`config.mk`:
```
export PLATFORM = sky130hd
export DESIGN_NAME = adc_reader
export DESIGN_NICKNAME = d
export VERILOG_FILES = /design/src/rtl/adc_reader.sv
export SDC_FILE = /design/constraint.sdc
export NUM_CORES = 1
export LEC_CHECK = 0
export CAP_MARGIN = 0
export CORE_MARGIN = 2
export CORE_UTILIZATION = 33
export DETAILED_ROUTE_END_ITERATION = 7
export GPL_TIMING_DRIVEN = 0
export REMOVE_ABC_BUFFERS = 1
export SETUP_SLACK_MARGIN = 0.2
export SLEW_MARGIN = 10
export SYNTH_ARGS = -nofsm -noshare
export SYNTH_HDL_FRONTEND = slang
export SYNTH_SLANG_ARGS = --single-unit
```
`constraint.sdc`:
```
create_clock -name clock12MHz -period 4.9 [get_ports clock12MHz]
set_input_delay 1.225 -clock clock12MHz [delete_from_list [all_inputs] [get_ports clock12MHz]]
set_output_delay 1.225 -clock clock12MHz [all_outputs]
set_load 0.02 [all_outputs]
```
`src/rtl/adc_reader.sv`:
```
// -----------------------------------------------------------------------------
// adc_reader
//   Polls the external ADC over an 8N1 UART link and holds the most recent
//   10-bit sample. The poll loop is: wait GAP_CYCLES, send CMD_BYTE, receive a
//   high byte and a low byte, publish {hi[1:0], lo}. A missing reply byte or a
//   byte with a bad stop bit abandons the poll with a timeout pulse.
//
// Ports
//   clock12MHz  in   1   system clock, all logic on the rising edge
//   reset       in   1   synchronous, active-high reset
//   serialIn    in   1   UART RX from the ADC controller (async, idle high)
//   serialOut   out  1   UART TX to the ADC controller (idle high)
//   value       out  10  latest valid sample, held between updates
//   valid       out  1   one-cycle pulse when value is updated
//   timeout     out  1   one-cycle pulse when a poll is abandoned
// -----------------------------------------------------------------------------
module adc_reader #(
  parameter int         CLK_DIV     = 104,
  parameter logic [7:0] CMD_BYTE    = 8'hA1,
  parameter int         GAP_CYCLES  = 12000,
  parameter int         TIMEOUT_CYC = 120000
) (
  input  logic       clock12MHz,
  input  logic       reset,
  input  logic       serialIn,
  output logic       serialOut,
  output logic [9:0] value,
  output logic       valid,
  output logic       timeout
);

  // Bit-period counter width; at least one bit even for a degenerate divider.
  localparam int BIT_W   = ($clog2(CLK_DIV) > 0) ? $clog2(CLK_DIV) : 1;
  // One counter serves both the idle gap and the reply timer.
  localparam int SEQ_MAX = (GAP_CYCLES > TIMEOUT_CYC) ? GAP_CYCLES : TIMEOUT_CYC;
  localparam int SEQ_W   = $clog2(SEQ_MAX + 1);

  localparam logic [BIT_W-1:0] BIT_LAST  = BIT_W'(CLK_DIV - 1);
  localparam logic [BIT_W-1:0] HALF_LAST = BIT_W'(CLK_DIV / 2 - 1);
  localparam logic [SEQ_W-1:0] GAP_LAST  = SEQ_W'(GAP_CYCLES);
  localparam logic [SEQ_W-1:0] TMO_LAST  = SEQ_W'(TIMEOUT_CYC);

  typedef enum logic [1:0] {
    RX_IDLE  = 2'd0,
    RX_START = 2'd1,
    RX_DATA  = 2'd2,
    RX_STOP  = 2'd3
  } rx_state_t;

  typedef enum logic [1:0] {
    SQ_GAP     = 2'd0,
    SQ_SEND    = 2'd1,
    SQ_WAIT_HI = 2'd2,
    SQ_WAIT_LO = 2'd3
  } seq_state_t;

  // ---------------------------------------------------------------------------
  // Transmitter state
  // ---------------------------------------------------------------------------
  logic             r_tx_out;
  logic             r_tx_busy;
  logic [8:0]       r_tx_shift;   // remaining bits after the start bit: {stop, d7..d0}
  logic [3:0]       r_tx_bit;
  logic [BIT_W-1:0] r_tx_cnt;
  logic             r_tx_done;    // one-cycle pulse after the stop bit has ended

  // ---------------------------------------------------------------------------
  // Receiver state
  // ---------------------------------------------------------------------------
  logic             r_rx_sync1;
  logic             r_rx_sync2;   // synchronised line level
  logic             r_rx_sync3;   // previous synchronised level, for edge detect
  rx_state_t        r_rx_state;
  rx_state_t        w_rx_next;
  logic [BIT_W-1:0] r_rx_cnt;
  logic [2:0]       r_rx_bit;
  logic [7:0]       r_rx_shift;
  logic [7:0]       r_rx_byte;
  logic             r_rx_done;
  logic             r_rx_err;
  logic             w_rx_cnt_clr;
  logic             w_rx_sample;
  logic             w_rx_done;
  logic             w_rx_err;

  // ---------------------------------------------------------------------------
  // Sequencer state
  // ---------------------------------------------------------------------------
  seq_state_t       r_seq_state;
  seq_state_t       w_seq_next;
  logic [SEQ_W-1:0] r_seq_cnt;
  logic [1:0]       r_hi_bits;    // only hi[1:0] contributes to the sample
  logic [9:0]       r_value;
  logic             r_valid;
  logic             r_timeout;
  logic             w_seq_cnt_clr;
  logic             w_tx_start;
  logic             w_hi_load;
  logic             w_valid;
  logic             w_timeout;

  // ===========================================================================
  // Transmitter
  // ===========================================================================

  // TX shifter: start bit on load, then d0..d7 and stop, each CLK_DIV cycles.
  always_ff @(posedge clock12MHz) begin
    if (reset) begin
      r_tx_out   <= 1'b1;
      r_tx_busy  <= 1'b0;
      r_tx_shift <= 9'h1FF;
      r_tx_bit   <= 4'd0;
      r_tx_cnt   <= {BIT_W{1'b0}};
      r_tx_done  <= 1'b0;
    end else begin
      r_tx_done <= 1'b0;
      if (w_tx_start) begin
        r_tx_out   <= 1'b0;
        r_tx_busy  <= 1'b1;
        r_tx_shift <= {1'b1, CMD_BYTE};
        r_tx_bit   <= 4'd0;
        r_tx_cnt   <= {BIT_W{1'b0}};
      end else if (r_tx_busy) begin
        if (r_tx_cnt == BIT_LAST) begin
          r_tx_cnt <= {BIT_W{1'b0}};
          if (r_tx_bit == 4'd9) begin
            // Stop bit has run its full period: frame complete.
            r_tx_busy <= 1'b0;
            r_tx_out  <= 1'b1;
            r_tx_done <= 1'b1;
          end else begin
            r_tx_out   <= r_tx_shift[0];
            r_tx_shift <= {1'b1, r_tx_shift[8:1]};
            r_tx_bit   <= r_tx_bit + 4'd1;
          end
        end else begin
          r_tx_cnt <= r_tx_cnt + BIT_W'(1);
        end
      end else begin
        r_tx_out <= 1'b1;
      end
    end
  end

  // ===========================================================================
  // Receiver
  // ===========================================================================

  // Two-flop synchroniser plus one history flop for falling-edge detection.
  always_ff @(posedge clock12MHz) begin
    if (reset) begin
      r_rx_sync1 <= 1'b1;
      r_rx_sync2 <= 1'b1;
      r_rx_sync3 <= 1'b1;
    end else begin
      r_rx_sync1 <= serialIn;
      r_rx_sync2 <= r_rx_sync1;
      r_rx_sync3 <= r_rx_sync2;
    end
  end

  // RX next-state: edge-triggered start, mid-bit recheck, centred sampling.
  always_comb begin
    w_rx_next    = r_rx_state;
    w_rx_cnt_clr = 1'b0;
    w_rx_sample  = 1'b0;
    w_rx_done    = 1'b0;
    w_rx_err     = 1'b0;
    case (r_rx_state)
      RX_IDLE: begin
        w_rx_cnt_clr = 1'b1;
        // A true falling edge is required, so a line left low after a
        // framing error does not retrigger a frame.
        if (r_rx_sync3 && !r_rx_sync2) begin
          w_rx_next = RX_START;
        end else begin
          w_rx_next = RX_IDLE;
        end
      end
      RX_START: begin
        if (r_rx_cnt == HALF_LAST) begin
          w_rx_cnt_clr = 1'b1;
          // Line high again at mid start bit: it was a glitch.
          if (r_rx_sync2) begin
            w_rx_next = RX_IDLE;
          end else begin
            w_rx_next = RX_DATA;
          end
        end else begin
          w_rx_next = RX_START;
        end
      end
      RX_DATA: begin
        if (r_rx_cnt == BIT_LAST) begin
          w_rx_cnt_clr = 1'b1;
          w_rx_sample  = 1'b1;
          if (r_rx_bit == 3'd7) begin
            w_rx_next = RX_STOP;
          end else begin
            w_rx_next = RX_DATA;
          end
        end else begin
          w_rx_next = RX_DATA;
        end
      end
      RX_STOP: begin
        if (r_rx_cnt == BIT_LAST) begin
          w_rx_cnt_clr = 1'b1;
          w_rx_next    = RX_IDLE;
          if (r_rx_sync2) begin
            w_rx_done = 1'b1;
          end else begin
            w_rx_err = 1'b1;
          end
        end else begin
          w_rx_next = RX_STOP;
        end
      end
      default: begin
        w_rx_next    = RX_IDLE;
        w_rx_cnt_clr = 1'b1;
      end
    endcase
  end

  // RX state register, bit timer, data shifter and result pulses.
  always_ff @(posedge clock12MHz) begin
    if (reset) begin
      r_rx_state <= RX_IDLE;
      r_rx_cnt   <= {BIT_W{1'b0}};
      r_rx_bit   <= 3'd0;
      r_rx_shift <= 8'h00;
      r_rx_byte  <= 8'h00;
      r_rx_done  <= 1'b0;
      r_rx_err   <= 1'b0;
    end else begin
      r_rx_state <= w_rx_next;
      r_rx_done  <= w_rx_done;
      r_rx_err   <= w_rx_err;
      if (w_rx_cnt_clr) begin
        r_rx_cnt <= {BIT_W{1'b0}};
      end else begin
        r_rx_cnt <= r_rx_cnt + BIT_W'(1);
      end
      if (w_rx_sample) begin
        // LSB arrives first, so shift in from the top.
        r_rx_shift <= {r_rx_sync2, r_rx_shift[7:1]};
        r_rx_bit   <= r_rx_bit + 3'd1;
      end else if (r_rx_state != RX_DATA) begin
        r_rx_bit <= 3'd0;
      end else begin
        r_rx_bit <= r_rx_bit;
      end
      if (w_rx_done) begin
        r_rx_byte <= r_rx_shift;
      end else begin
        r_rx_byte <= r_rx_byte;
      end
    end
  end

  // ===========================================================================
  // Polling sequencer
  // ===========================================================================

  // Sequencer next-state and control strobes.
  always_comb begin
    w_seq_next    = r_seq_state;
    w_seq_cnt_clr = 1'b0;
    w_tx_start    = 1'b0;
    w_hi_load     = 1'b0;
    w_valid       = 1'b0;
    w_timeout     = 1'b0;
    case (r_seq_state)
      SQ_GAP: begin
        // Replies arriving here are ignored; only the counter matters.
        if (r_seq_cnt == GAP_LAST) begin
          w_seq_next    = SQ_SEND;
          w_seq_cnt_clr = 1'b1;
          w_tx_start    = 1'b1;
        end else begin
          w_seq_next = SQ_GAP;
        end
      end
      SQ_SEND: begin
        w_seq_cnt_clr = 1'b1;
        if (r_tx_done) begin
          w_seq_next = SQ_WAIT_HI;
        end else begin
          w_seq_next = SQ_SEND;
        end
      end
      SQ_WAIT_HI: begin
        if (r_rx_done) begin
          w_hi_load     = 1'b1;
          w_seq_cnt_clr = 1'b1;
          w_seq_next    = SQ_WAIT_LO;
        end else if (r_rx_err || (r_seq_cnt == TMO_LAST)) begin
          w_timeout     = 1'b1;
          w_seq_cnt_clr = 1'b1;
          w_seq_next    = SQ_GAP;
        end else begin
          w_seq_next = SQ_WAIT_HI;
        end
      end
      SQ_WAIT_LO: begin
        if (r_rx_done) begin
          w_valid       = 1'b1;
          w_seq_cnt_clr = 1'b1;
          w_seq_next    = SQ_GAP;
        end else if (r_rx_err || (r_seq_cnt == TMO_LAST)) begin
          w_timeout     = 1'b1;
          w_seq_cnt_clr = 1'b1;
          w_seq_next    = SQ_GAP;
        end else begin
          w_seq_next = SQ_WAIT_LO;
        end
      end
      default: begin
        w_seq_next    = SQ_GAP;
        w_seq_cnt_clr = 1'b1;
      end
    endcase
  end

  // Sequencer state register, shared gap/timeout counter and sample latch.
  always_ff @(posedge clock12MHz) begin
    if (reset) begin
      r_seq_state <= SQ_GAP;
      r_seq_cnt   <= {SEQ_W{1'b0}};
      r_hi_bits   <= 2'b00;
      r_value     <= 10'h000;
      r_valid     <= 1'b0;
      r_timeout   <= 1'b0;
    end else begin
      r_seq_state <= w_seq_next;
      r_valid     <= w_valid;
      r_timeout   <= w_timeout;
      if (w_seq_cnt_clr) begin
        r_seq_cnt <= {SEQ_W{1'b0}};
      end else begin
        r_seq_cnt <= r_seq_cnt + SEQ_W'(1);
      end
      if (w_hi_load) begin
        r_hi_bits <= r_rx_byte[1:0];
      end else begin
        r_hi_bits <= r_hi_bits;
      end
      // Both halves are committed together so value is never half-updated.
      if (w_valid) begin
        r_value <= {r_hi_bits, r_rx_byte};
      end else begin
        r_value <= r_value;
      end
    end
  end

  assign serialOut = r_tx_out;
  assign value     = r_value;
  assign valid     = r_valid;
  assign timeout   = r_timeout;

endmodule

```
# --- Word-level counts from Yosys, hierarchy flattened ---
# Cells that the tools add are included.
totals:
  regBits: 87
  latch_bits: 0
  ramBits: 0
  romBits: 0
  input_bits: 3
  out_inout_bits: 13
  wordCells: 114
  memories: 0
classes:
  add_sub_neg: 5
  n_mul: 0
  div: 0
  magnitude_cmp: 0
  eq_ne: 16
  n_shift: 0
  n_mux: 46
  bitwise: 6
  reduce_logical: 18
op_table:
  columns: ["operator", "n"]
  rows:
  - ["two-way mux 7 bit", 5]
  - ["two-way mux 1 bit", 26]
  - ["two-way mux 2 bit", 9]
  - ["adder 17 x 1 -> 17 bit, second input constant", 1]
  - ["== test 17 x 14 -> 1 bit, second input constant", 1]
  - ["== test 17 bit, second input constant", 1]
  - ["case mux 2 bit (4 select lines)", 2]
  - ["adder 7 x 1 -> 7 bit, second input constant", 2]
  - ["== test 7 bit, second input constant", 2]
  - ["OR reduction 2 bit", 5]
  - ["== test 2 bit, second input constant", 4]
  - ["== test 7 x 6 -> 1 bit, second input constant", 1]
  - ["two-way mux 3 bit", 2]
  - ["inverter 1 bit", 6]
  - ["case mux 1 bit (3 select lines)", 2]
  - ["AND reduction 3 bit", 2]
  - ["nonzero test 2 bit", 3]
  - ["OR reduction 3 bit", 2]
  - ["adder 4 x 1 -> 4 bit, second input constant", 1]
  - ["== test 2 x 1 -> 1 bit, second input constant", 2]
  - ["== test 4 bit, second input constant", 1]
  - ["zero test 2 bit", 2]
  - ["!= test 2 bit, second input constant", 2]
  - ["OR reduction 4 bit", 1]
  - ["other kinds (6)", 6]

# --- Longest topological paths before layout ---
# Gate-level depths: netlist of run 1.
depth:
  depth_word: 6
  depth_mapped: 7
  depth_no_buf: 6

# --- Worst setup path before layout of run 1 ---
# OpenSTA, ideal clock, no wires.
synth_timing:
  path_type: "in2reg"
  startpoint: "in reset"
  endpoint: "reg r_hi_bits[0]"
  setup_time_ns: 0.128
  arrival_time_ns: 1.840
  t_required_ns: 4.772
  slack_ns: 2.932
  path_stages: 3
  cell_sequence: "buf_1 -> clkbuf_1 -> nor2_1"
synth_lines:
  columns: ["item", "line", "source"]
  rows:
  - ["from (decl)", "24", "input logic reset,"]
  - ["to (signal assigned)", "345", "r_hi_bits <= r_rx_byte[1:0];"]
  - ["to (signal assigned)", "347", "r_hi_bits <= r_hi_bits;"]
  - ["to (decl)", "92", "logic [1:0] r_hi_bits;"]
# No word-level cell between the ends.

# --- Worst setup path in the final report of run 1 ---
layout_timing:
  startpoint: "reg r_value[0], in the netlist value[0]"
  endpoint: "out value[0]"
layout_lines:
  columns: ["item", "line", "source"]
  rows:
  - ["from (decl)", "93", "logic [9:0] r_value;"]
  - ["from (signal assigned)", "351", "r_value <= {r_hi_bits, r_rx_byte};"]
  - ["from (signal assigned)", "353", "r_value <= r_value;"]
  - ["to (decl)", "27", "output logic [9:0] value,"]
# No word-level cell between the ends.

==> impl_metrics.env, run 1 <==
export IMPL_fin_tns_setup_ns=0
export IMPL_clock_skew_ns=0.00872
export IMPL_track_usage_pct=12.4
export IMPL_rsz0062_at_grt="false"
export IMPL_grt_pass1_wl_mm=11.7
export IMPL_worst_setup_path_type="reg2out"
export IMPL_crit_path_end_kind="output port"
export IMPL_core_region_area_um2=10800
export IMPL_boundaryPins=16
export IMPL_synth_area_leaders="dfxtp_1 48%, mux2i_1 6.6%, nor2_1 5.4%, xnor2_1 4.1%, nand2_1 3.6%"
export IMPL_clkLatencyLatePin_ns=0.36
export IMPL_switchingPower_uw=281
export IMPL_initial_core_util_pct=33.6
export IMPL_cp_arrival_ns=1.33
export IMPL_p_comb_share_pct=1.9
export IMPL_yosysTopAreaCell="dfxtp_1"
export IMPL_via_per_inst=4.81
export IMPL_fin_crit_ns=2.56
export IMPL_grt_pass1_vias=2601
export IMPL_via_count=2632
export IMPL_hpwlAfterDp_mm=4.34
export IMPL_wl_per_cell_um=11.9
export IMPL_relSlewSlack_pct=51.0
export IMPL_ys_ff_latch=87
export IMPL_critical_path_buf_inv_count=1
export IMPL_syn_avg_cell_area_um2=9.31
export IMPL_die_height_um=109
export IMPL_post_route_period_util_pct=52.2
export IMPL_cts_setup_buffers=0
export IMPL_p_leak_nw=1.38
export IMPL_cts_tree="built"
export IMPL_die_area_um2=11800
export IMPL_synthCells=389
export IMPL_cts_resized=0
export IMPL_row_count=38
export IMPL_cts_max_path_buffers=2
export IMPL_grt_antenna_before_repair=0
export IMPL_p_per_area_nw_per_um2=296
export IMPL_setup_violations_final=0
export IMPL_maxSlewViolCount=0
export IMPL_p_seq_share_pct=59.4
export IMPL_areaGrowthSynthToFinish_pct=12.2
export IMPL_die_x_um=109
export IMPL_cts_made_buffers=9
export IMPL_synth_edf_count=0
export IMPL_drtPass1Iterations=4
export IMPL_ys_types=53
export IMPL_dp_slack_ns=2.04
export IMPL_outcome="completed"
export IMPL_synth_flop_cell="dfxtp_1"
export IMPL_p_int_uw=921
export IMPL_cts_hold_buf=0
export IMPL_drc=0
export IMPL_start_kind="register"
export IMPL_htreeDepth=3
export IMPL_async_flop_share_pct=0
export IMPL_io_buffers=15
export IMPL_drive_gt1_share_pct=8.11
export IMPL_drt_initial_drc_count=120
export IMPL_yosysTopAreaCellShare_pct=48.1
export IMPL_finalHoldViolCount=0
export IMPL_syn_area_um2=3620
export IMPL_cp_top_family="buffers and inverters"
export IMPL_ir_drop_mv=0.190
export IMPL_topRoutingLayerUsed="met4"
export IMPL_grt_overflow=0
export IMPL_cts_sinks=87
export IMPL_fin_nets=413
export IMPL_diodes=0
export IMPL_slowest_stage="clkdlybuf4s50_1"
export IMPL_gp_congestion=0.777
export IMPL_tightest_slew_ns=0.736
export IMPL_yosys_warnings=0
export IMPL_finalWorstSetupSlack_ns=2.34
export IMPL_ant_nets=0
export IMPL_cp_required_ns=3.67
export IMPL_wl_met1_mm=3.30
export IMPL_clock_fmax_mhz=391
export IMPL_worstHoldPathType="reg2reg"
export IMPL_grt_max_degree=41
export IMPL_finalInstanceArea_um2=4060
export IMPL_wl_met3_um=131
export IMPL_power_frac_clock_pct=38.6
export IMPL_slowest_delay_ns=0.62
export IMPL_placed_area_um2=3880
export IMPL_swShare_pct=23.4
export IMPL_finalWirelength_mm=6.53
export IMPL_drv_cap=0
export IMPL_clkSlewWorstSetupHoldPaths_ns=0.09
export IMPL_path_cells="clkdlybuf4s50_1"
export IMPL_wl_met2_mm=2.93
export IMPL_path_max_fanout=2
export IMPL_synth_seq_area_share_pct=48.1
export IMPL_cts_root_buf="clkbuf_8"
==> area by class of cell <==
cell class              instances  area, um2
clock buffers                  11        141
clock inverters                 5       41.3
fillers                      1074       6730
inverters                      14       52.6
multi-input cells             275       1770
flip-flops and latches         87       1740
well taps                     140        175
repair buffers                 15        145
==> synth_stat cells, types with 2 or more instances <==
| cell | number |
|---|---|
| and3_1 | 6 |
| nor3_1 | 17 |
| nand2b_1 | 3 |
| a21oi_1 | 15 |
| nor3b_1 | 3 |
| and2_1 | 2 |
| ha_1 | 8 |
| buf_2 | 2 |
| inv_1 | 14 |
| a211oi_1 | 3 |
| a311oi_1 | 2 |
| clkbuf_1 | 8 |
| a31oi_1 | 2 |
| nand3_1 | 14 |
| nand4_1 | 11 |
| nand2_1 | 35 |
| mux2i_1 | 24 |
| xnor2_1 | 17 |
| nor2b_1 | 3 |
| or2_2 | 4 |
| nor4_1 | 6 |
| nor2_1 | 52 |
| nand3b_1 | 3 |
| dfxtp_1 | 87 |
| xor2_1 | 9 |
| o21ai_0 | 12 |
==> layer usage <==
layer / track usage, % / vias up
met5: 0 / -
met4: 7.14 / 0
met3: 2.21 / 12
met2: 19.8 / 27
met1: 15.8 / 1222
li1: - / 1371
==> final timing paths <==
kind | startpoint | end | slack [ns] | cells past startpoint
setup / recovery | value[0]$_SDFFE_PP0P_ | value[0] | 2.34 | 1
hold reg to reg | r_rx_sync1$_SDFF_PP1_ | r_rx_sync2$_SDFF_PP1_ | 0.42 | 1
hold / removal | r_rx_sync1$_SDFF_PP1_ | r_rx_sync2$_SDFF_PP1_ | 0.42 | 1
setup reg to reg | r_rx_cnt[0]$_SDFF_PP0_ | r_rx_byte[7]$_SDFFE_PP0P_ | 2.86 | 5
==> sequential cells by signal, indices dropped and copies added, names as in the netlist, 2 cells and up <==
register	cells
r_seq_state	2
r_rx_bit	3
r_rx_byte	8
r_tx_bit	4
r_rx_cnt	7
r_hi_bits	2
r_rx_shift	8
r_tx_cnt	7
r_rx_state	2
r_tx_shift	7
value	10
r_seq_cnt	17
==> layout by cell type (no fill, tap or decap), drive strengths merged, types with 3 or more instances in the layout <==
cell type / netlist / routed
dfxtp: 87 / 87
nor2: 52 / 52
nand2: 35 / 35
mux2i: 24 / 24
nor3: 18 / 18
xnor2: 17 / 17
inv: 14 / 16
a21oi: 15 / 15
nand3: 15 / 15
clkdlybuf4s50: 0 / 14
o21ai: 13 / 13
nand4: 11 / 11
clkbuf: 8 / 11
xor2: 9 / 9
ha: 8 / 8
nor4: 7 / 7
and3: 6 / 6
or2: 5 / 5
nand2b: 3 / 3
nand3b: 3 / 3
a211oi: 3 / 3
nor3b: 3 / 3
nor2b: 3 / 3
==> metrics by stage <==
stage | std cells | utilization [%] | total power [mW] | hold WS, ns
floorplan | 376 | - | 0.743 | 0.389
global route | 547 | 37.6 | 1.26 | 0.447
detailed placement | 531 | 35.9 | 0.755 | 0.398
global placement | 531 | 36.0 | 0.754 | 0.398
CTS | 547 | 37.6 | 1.22 | 0.419
finish | 547 | 37.6 | 1.20 | 0.417
==> power by group through the flow <==
| stage | clock network (mW) | logic [mW] | registers, mW |
|---|---|---|---|
| after floorplan | 0 | 0.0131 | 0.730 |
| after global placement | 0 | 0.0234 | 0.731 |
| after detailed placement | 0 | 0.0234 | 0.731 |
| after CTS | 0.484 | 0.0234 | 0.715 |
| after global routing | 0.513 | 0.0269 | 0.716 |
| final | 0.464 | 0.0232 | 0.715 |
==> cells by family after synthesis <==
family / count (synthesis) / synth area share (%)
AO/OA/AOI/OAI: 43 / 8.01
XOR/XNOR: 26 / 6.29
adder cells (fa/ha/maj): 8 / 2.76
buffers and inverters: 27 / 3.18
flip-flops: 87 / 48.1
multiplexers: 25 / 6.94
AND/OR/NAND/NOR: 173 / 24.7
(Power assumes the default switching activity.)
==> run 2: changes to the inputs <==
Clock period 4.9 ns to 2.7 ns, I/O delays scaled along.
==> results of run 2 <==
Same layout as run 1 (identical final DEF). Status: completed.
Among the figures that moved: setup slack after placement 2.04 ns -> 0.390 ns; setup slack after layout 2.34 ns -> 0.659 ns; start point of the critical path value[0]$_SDFFE_PP0P_ -> r_rx_cnt[0]$_SDFF_PP0_; end point of the critical path value[0] -> r_rx_byte[7]$_SDFFE_PP0P_; register-to-register setup slack 2.86 ns -> 0.66 ns; total power 1.20 mW -> 2.18 mW; worst IR drop on VDD 0.190 mV -> 0.345 mV
==> run 3: changes to the inputs <==
Clock period 2.7 ns to 1.95 ns, I/O delays scaled along.
==> impl_metrics.env, run 3 (synthesis results as in run 1) <==
export IMPL_cts_sinks=87
export IMPL_finalWorstSetupSlack_ns=0.279
export IMPL_crit_path_end_kind="register"
export IMPL_relSlewSlack_pct=66.9
export IMPL_regMostFlops="r_seq_cnt"
export IMPL_regArea_um2=1760
export IMPL_areaGrowthSynthToFinish_pct=19.0
export IMPL_p_per_area_nw_per_um2=706
export IMPL_drc=0
export IMPL_finalInstanceArea_um2=4310
export IMPL_cp_top_family="simple AND/OR/NAND/NOR gates"
export IMPL_die_area_um2=11800
export IMPL_drtPass1Iterations=4
export IMPL_wl_per_cell_um=12.4
export IMPL_slowest_stage="or4b_4"
export IMPL_initial_core_util_pct=33.6
export IMPL_path_max_fanout=6
export IMPL_hpwlAfterDp_mm=4.34
export IMPL_multi_input_comb_area_um2=1860
export IMPL_grt_pass1_vias=2670
export IMPL_cts_root_buf="clkbuf_8"
export IMPL_core_region_area_um2=10800
export IMPL_start_kind="register"
export IMPL_gp_congestion=0.777
export IMPL_setup_violations_final=0
export IMPL_drv_cap=0
export IMPL_path_cells="nand3_4, or4b_4, or2_1, a41oi_2"
export IMPL_placed_area_um2=3880
export IMPL_final_common_cell="dfxtp_1"
export IMPL_htreeDepth=3
export IMPL_ant_nets=0
export IMPL_die_height_um=109
export IMPL_ir_drop_mv=0.477
export IMPL_drive_gt1_share_pct=16.1
export IMPL_grt_antenna_before_repair=0
export IMPL_worst_setup_path_type="reg2reg"
export IMPL_fillers=1059
export IMPL_track_usage_pct=12.8
export IMPL_io_buffers=15
export IMPL_drt_initial_drc_count=147
export IMPL_cp_required_ns=2.24
export IMPL_boundaryPins=16
export IMPL_final_cell_mix="78 x dfxtp_1, 50 x nor2_1, 35 x nand2_1"
export IMPL_grt_overflow=0
export IMPL_clkLatencyLatePin_ns=0.36
export IMPL_place_inst=531
export IMPL_dp_slack_ns=-0.173
export IMPL_row_count=38
export IMPL_clock_skew_ns=0.00905
export IMPL_cts_max_path_buffers=2
export IMPL_stdcell_count=562
export IMPL_cts_made_buffers=9
export IMPL_grt_pass1_wl_mm=12.1
export IMPL_cts_tree="built"
export IMPL_fin_nets=428
export IMPL_finalWirelength_mm=6.99
export IMPL_critical_path_buf_inv_count=0
export IMPL_finalHoldViolCount=0
export IMPL_worstHoldPathType="reg2reg"
export IMPL_fin_crit_ns=1.67
export IMPL_grt_max_degree=41
export IMPL_via_per_inst=4.90
export IMPL_finalPower_mw=3.04
export IMPL_cp_arrival_ns=1.96
export IMPL_diodes=0
export IMPL_clock_fmax_mhz=599
export IMPL_tightest_slew_ns=0.495
export IMPL_outcome="completed"
export IMPL_via_count=2753
export IMPL_slowest_delay_ns=0.61
export IMPL_rsz0062_at_grt="true"
export IMPL_holdWs_ns=0.416
export IMPL_die_x_um=109
export IMPL_p_leak_nw=1.55
export IMPL_maxSlewViolCount=0
export IMPL_largest_register_ffs=17
export IMPL_post_route_period_util_pct=85.7
export IMPL_clkSlewWorstSetupHoldPaths_ns=0.09
## run 3: cell count changes in the layout (fill, tap and decap cells not counted), sizes merged
| cell | previous run | this run |
|---|---|---|
| or4 | 1 | 2 |
| clkbuf | 11 | 12 |
| clkdlybuf4s50 | 14 | 1 |
| buf | 1 | 14 |
| dlygate4sd2 | 0 | 13 |
## run 3: report_power, final
| part | total [mW] | switching (mW) | internal, mW |
|---|---|---|---|
| sequential | 1.80 | 0.0122 | 1.78 |
| combinational | 0.0753 | 0.0437 | 0.0316 |
| clock | 1.17 | 0.660 | 0.512 |
## run 3: through the flow
step / TNS (ns) / util, %
after floorplan: 0 / -
after global placement: -61.55 / 36.0
after detailed placement: -3.91 / 35.9
after CTS: 0 / 38.6
after global routing: 0 / 39.9
final: 0 / 39.9
## run 3: final cells by class
class | instances | area share [%]
clock buffer | 11 | 3.28
clock inverter | 5 | 0.958
tap | 140 | 4.06
timing repair buffer | 29 | 6.73
sequential | 87 | 40.7
multi-input combinational | 276 | 43.0
inverter | 14 | 1.22
## run 3: what timing repair did
action / 4_1_cts / 5_1_grt
gates cloned: 0 / 1
resized for setup: 19 / 25
endpoints found under the setup margin: 70 / 55
pin swaps: 6 / 5
hold buffers: 0 / 0
buffers inserted: 6 / 8
## run 3: worst paths after layout
kind                           start                         to  slack, ns  cells past startpoint
max          r_seq_cnt[6]$_SDFF_PP0_  r_seq_state[0]$_SDFF_PP0_       0.28                      4
min            r_rx_sync1$_SDFF_PP1_      r_rx_sync2$_SDFF_PP1_       0.42                      1
max reg2reg  r_seq_cnt[6]$_SDFF_PP0_  r_seq_state[0]$_SDFF_PP0_       0.28                      4
min reg2reg    r_rx_sync1$_SDFF_PP1_      r_rx_sync2$_SDFF_PP1_       0.42                      1
## run 3: metal layers
metal  vias to the layer above  global-route usage [%]  routed length (um)
met2                        29                    20.7                3220
li1                       1410                       -                   -
met5                         -                       0                   0
met1                      1301                    16.0                3430
met4                         0                    7.51                 191
met3                        13                    2.27                 146
